<file path="src/rtl/cpu_sequencer.sv">
// Control sequencer for a small 16-bit register-file CPU.
// Instructions are fetched through a req/ack memory port, then decoded and executed as register-file and memory strobes.
module cpu_sequencer (
    input  logic        clk,
    input  logic        rst,
    input  logic        run,
    input  logic        mem_ack,
    input  logic [15:0] mem_rdata,
    output logic        mem_req,
    output logic        mem_we,
    output logic        addr_sel,
    output logic [2:0]  src_sel,
    output logic [2:0]  dst_sel,
    output logic        in_en,
    output logic [1:0]  in_sel,
    output logic [15:0] imm,
    output logic        pc_inc,
    output logic [15:0] ir,
    output logic        halted,
    output logic        illegal
);

    typedef enum logic [2:0] {
        S_IDLE,
        S_FETCH,
        S_DECODE,
        S_EXEC,
        S_MEM,
        S_HALT
    } state_t;

    localparam logic [3:0] OP_NOP   = 4'h0;
    localparam logic [3:0] OP_MOV   = 4'h1;
    localparam logic [3:0] OP_ADD   = 4'h2;
    localparam logic [3:0] OP_LOAD  = 4'h3;
    localparam logic [3:0] OP_STORE = 4'h4;
    localparam logic [3:0] OP_LDI   = 4'h5;
    localparam logic [3:0] OP_HALT  = 4'hF;

    localparam logic [1:0] SEL_SRC = 2'd0;
    localparam logic [1:0] SEL_ALU = 2'd1;
    localparam logic [1:0] SEL_MEM = 2'd2;
    localparam logic [1:0] SEL_IMM = 2'd3;

    state_t      r_state;
    state_t      w_next;
    logic [15:0] r_ir;

    logic [3:0]  w_opcode;
    logic [2:0]  w_dst;
    logic [2:0]  w_src;

    assign w_opcode = r_ir[15:12];
    assign w_dst    = r_ir[11:9];
    assign w_src    = r_ir[8:6];

    assign ir  = r_ir;
    assign imm = {10'd0, r_ir[5:0]};

    // NOTE: sequential state uses non-blocking assignments; all strobes are decoded
    // combinationally from r_state, so the async reset clears them in the same instant.
    always_ff @(posedge clk or posedge rst) begin
        if (rst) begin
            r_state <= S_IDLE;
        end else begin
            r_state <= w_next;
        end
    end

    always_ff @(posedge clk or posedge rst) begin
        if (rst) begin
            r_ir <= 16'd0;
        end else if (r_state == S_FETCH && mem_ack) begin
            r_ir <= mem_rdata;
        end
    end

    // NOTE: every output and w_next gets a default first so no latch is inferred.
    always_comb begin
        w_next   = r_state;
        mem_req  = 1'b0;
        mem_we   = 1'b0;
        addr_sel = 1'b0;
        src_sel  = 3'd0;
        dst_sel  = 3'd0;
        in_en    = 1'b0;
        in_sel   = SEL_SRC;
        pc_inc   = 1'b0;
        halted   = 1'b0;
        illegal  = 1'b0;

        case (r_state)
            S_IDLE: begin
                if (run) w_next = S_FETCH;
            end

            S_FETCH: begin
                mem_req = 1'b1;
                if (mem_ack) begin
                    pc_inc = 1'b1;
                    w_next = S_DECODE;
                end
            end

            S_DECODE: begin
                w_next = S_EXEC;
            end

            S_EXEC: begin
                src_sel = w_src;
                dst_sel = w_dst;
                w_next  = S_FETCH;
                case (w_opcode)
                    OP_NOP: ;
                    OP_MOV: begin
                        in_en  = 1'b1;
                        in_sel = SEL_SRC;
                    end
                    OP_ADD: begin
                        in_en  = 1'b1;
                        in_sel = SEL_ALU;
                    end
                    OP_LDI: begin
                        in_en  = 1'b1;
                        in_sel = SEL_IMM;
                    end
                    OP_LOAD, OP_STORE: w_next = S_MEM;
                    OP_HALT:           w_next = S_HALT;
                    default:           illegal = 1'b1;
                endcase
            end

            S_MEM: begin
                mem_req  = 1'b1;
                addr_sel = 1'b1;
                src_sel  = w_src;
                dst_sel  = w_dst;
                mem_we   = (w_opcode == OP_STORE);
                if (mem_ack) begin
                    if (w_opcode == OP_LOAD) begin
                        in_en  = 1'b1;
                        in_sel = SEL_MEM;
                    end
                    w_next = S_FETCH;
                end
            end

            S_HALT: begin
                halted = 1'b1;
            end

            default: w_next = S_IDLE;
        endcase
    end

endmodule

</file>
<file path="config.mk">
export PLATFORM = sky130hd
export DESIGN_NAME = cpu_sequencer
export DESIGN_NICKNAME = d
export VERILOG_FILES = /design/src/rtl/cpu_sequencer.sv
export SDC_FILE = /design/constraint.sdc
export NUM_CORES = 1
export LEC_CHECK = 0
export ABC_AREA = 1
export BUFFER_PORTS_ARGS = -buffer_cell sky130_fd_sc_hd__buf_2
export CAP_MARGIN = 20
export CORE_MARGIN = 1
export CORE_UTILIZATION = 42
export DETAILED_ROUTE_END_ITERATION = 10
export PLACE_DENSITY = 0.78
export SLEW_MARGIN = 20
export SYNTH_ARGS = -nofsm -noshare
export SYNTH_HDL_FRONTEND = slang
export SYNTH_SLANG_ARGS = --single-unit
export TNS_END_PERCENT = 1
</file>
<file path="constraint.sdc">
create_clock -name clk -period 1.8 [get_ports clk]
set_clock_uncertainty 0.2 [all_clocks]
set_input_delay 0.36 -clock clk [delete_from_list [all_inputs] [get_ports clk]]
set_output_delay 0.36 -clock clk [all_outputs]
set_load 0.05 [all_outputs]
</file>
==> impl_metrics.env <==
export IMPL_synth_avg_cell_area_um2=7.44
export IMPL_post_place_ws_ns=-0.0588
export IMPL_fin_area_um2=1710
export IMPL_row_count=18
export IMPL_slew_viol_final=0
export IMPL_grt_pass1_wl_mm=4.20
export IMPL_grtUsageMet3_pct=5.46
export IMPL_worst_path_most_repeated_cell="nor2_4"
export IMPL_netlist_instances=149
export IMPL_synth_warnings=0
export IMPL_worst_path_buf_inv=3
export IMPL_track_usage_pct=20.9
export IMPL_finalSetupViolCount=14
export IMPL_gp_congestion=0.806
export IMPL_areaGrowthSynthToFinish_pct=53.8
export IMPL_grt_pass1_vias=1004
export IMPL_dr_pass1_iters=4
export IMPL_io_buffers=56
export IMPL_post_drt_via_cell_ratio=4.49
export IMPL_num_vias=1114
export IMPL_ys_seq_elements=19
export IMPL_r2r_end="r_state[0]"
export IMPL_clk_latency_ns=0.30
export IMPL_grt_use_met1_pct=22.6
export IMPL_nNetsFinal=239
export IMPL_worstSetupPathType="flop to primary output"
export IMPL_fin_setup_tns_ns=-3.20
export IMPL_hold_end="ir[1]"
export IMPL_critPathCaptureType="primary output"
export IMPL_dp_hpwl_mm=1.86
export IMPL_required_ns=1.24
export IMPL_die_h_um=53.4
export IMPL_crit_path_cell_trace="nor2_2, nand2_2, clkinvlp_4, nor2_4, buf_12, nor2_4, buf_6"
export IMPL_critPathLaunchType="flop"
export IMPL_rsz0062_at_grt="yes"
export IMPL_clock_sinks=19
export IMPL_holdWs_ns=0.0473
export IMPL_setup_slack_ns=-0.274
export IMPL_placed_area_um2=1490
export IMPL_whs_path_depth=3
export IMPL_tritoncts="yes"
export IMPL_period_share_pct=115
export IMPL_worstPathMaxFanout=6
export IMPL_cts_root_buf="clkbuf_4"
export IMPL_ioPinCount=67
export IMPL_ant_nets=0
export IMPL_die_w_um=53.4
export IMPL_antenna_found_initial=0
export IMPL_wl_per_cell_um=10.5
export IMPL_slowest_delay_ns=0.45
export IMPL_overflow=0
export IMPL_synthDistinctLibCells=16
export IMPL_met2_usage_pct=38.8
export IMPL_r2r_cells=10
export IMPL_critical_path_top_delay_family="flip-flops"
export IMPL_die_area_um2=2850
export IMPL_synth_area_um2=1110
export IMPL_hold_path_class="input pin to flop"
export IMPL_maxCapViolCount=0
export IMPL_grt_busiest_layer="met2"
export IMPL_cts_htree_levels=1
export IMPL_status="finished, violations left"
export IMPL_hp_start="mem_rdata[1]"
export IMPL_violations="setup timing"
export IMPL_crit_slowest_cell="dfrtp_2"
export IMPL_rrSetupSlack_ns=0.16
export IMPL_ys_seq_area_share_pct=42.9
export IMPL_cts_buffers=3
export IMPL_worstPathArrival_ns=1.51
export IMPL_start_util_pct=44.7
export IMPL_wirelength_mm=2.60
export IMPL_fmax_mhz=482
export IMPL_period_needed_ns=2.07
export IMPL_crit_reg2reg_launch="r_state[1]"
export IMPL_post_route_cells_drive_above_1_share_pct=49.1
export IMPL_hold_violations=0
export IMPL_core_um2=2480
export IMPL_clk_pin_slew_worst_paths_ns=0.11
export IMPL_drt_iter0_drc=9
export IMPL_grt_max_degree=26
export IMPL_cts_max_path_buffers=2
export IMPL_antennaDiodeCount=0
export IMPL_drc_errors=0
-- placed cells by master (no fill, tap or decap), drive strengths merged, types with 3 or more instances in the layout --
cell type and count:
nor2 17, nand2 51, o21ai 10, dfrtp 19
inv 18, nand3 9, buf 73, conb 10
clkbuf 3, nand4 3
-- cells by family (layout without fill, tap and decap cells) --
| kind of cell | after synthesis | count (layout) | share of synthesized area, % |
|---|---|---|---|
| flops | 19 | 19 | 42.9 |
| other cells | 1 | 10 | 0.338 |
| compound gates | 12 | 12 | 6.43 |
| buf+inv | 37 | 97 | 19.8 |
| simple gates | 80 | 80 | 30.6 |
-- layer usage --
metal / vias up / wire, µm
li1: 569 / -
met1: 494 / 1090
met2: 47 / 1280
met3: 4 / 204
met4: 0 / 29
met5: - / 0
-- tightest hold or removal path, delay by kind of cell --
family | cells | cell delay, ns
buf+inv | 1 | 0.07
simple gates | 2 | 0.08
-- how the worst max path moves through the flow --
| stage | slack, ns | end | from | depth (start not counted) |
|---|---|---|---|---|
| after floorplan | -0.19 | mem_we | ir[14] | 4 |
| after global placement | -0.03 | dst_sel[0] | r_state[1] | 7 |
| after detailed placement | -0.06 | in_en | r_state[1] | 6 |
| after CTS | -0.26 | in_en | r_state[1] | 6 |
| after global routing | -0.37 | in_en | r_state[0] | 6 |
| final | -0.27 | src_sel[2] | r_state[1] | 7 |
-- per-stage QoR --
stage,util (%),cells
2_1_floorplan,-,158
3_3_place_gp,60.1,236
3_5_place_dp,60.1,236
4_1_cts,68.2,248
5_1_grt,68.8,248
6_report,68.8,248
-- area by class of cell --
cell class,instances,area [µm²]
inverter,19,80.1
clock inverter,1,5.00
tap,30,37.5
clock buffer,3,22.5
fill,223,772
multi-input combinational,102,541
sequential,19,477
timing repair buffer,74,543
-- synthesized netlist by cell type --
| library cell | instances | area [µm²] |
|---|---|---|
| a21oi_1 | 2 | 10.0 |
| buf_4 | 16 | 120 |
| buf_6 | 2 | 22.5 |
| conb_1 | 1 | 3.75 |
| dfrtp_1 | 19 | 475 |
| inv_1 | 16 | 60.1 |
| inv_2 | 2 | 7.51 |
| inv_6 | 1 | 8.76 |
| nand2_1 | 51 | 191 |
| nand3_1 | 8 | 40.0 |
| nand3_4 | 1 | 17.5 |
| nand4_1 | 3 | 18.8 |
| nor2_1 | 16 | 60.1 |
| nor2_4 | 1 | 11.3 |
| o21ai_0 | 7 | 35.0 |
| o21ai_2 | 3 | 26.3 |
-- flip-flops by register name (all words and copies together), names as in the netlist --
signal   cells
ir          16
r_state      3
-- timing repair --
| action | in CTS | in global routing |
|---|---|---|
| endpoints found under the hold margin | 19 | 0 |
| cloned | 0 | 0 |
| buffers inserted | 8 | 0 |
| gates resized for setup | 37 | 4 |
| pin swaps | 3 | 0 |
| hold buffers | 1 | 0 |
| endpoints found under the setup margin | 15 | 16 |
Power is not shown: default switching activity piles up to over one toggle a cycle in this logic, so the estimate is an artifact.
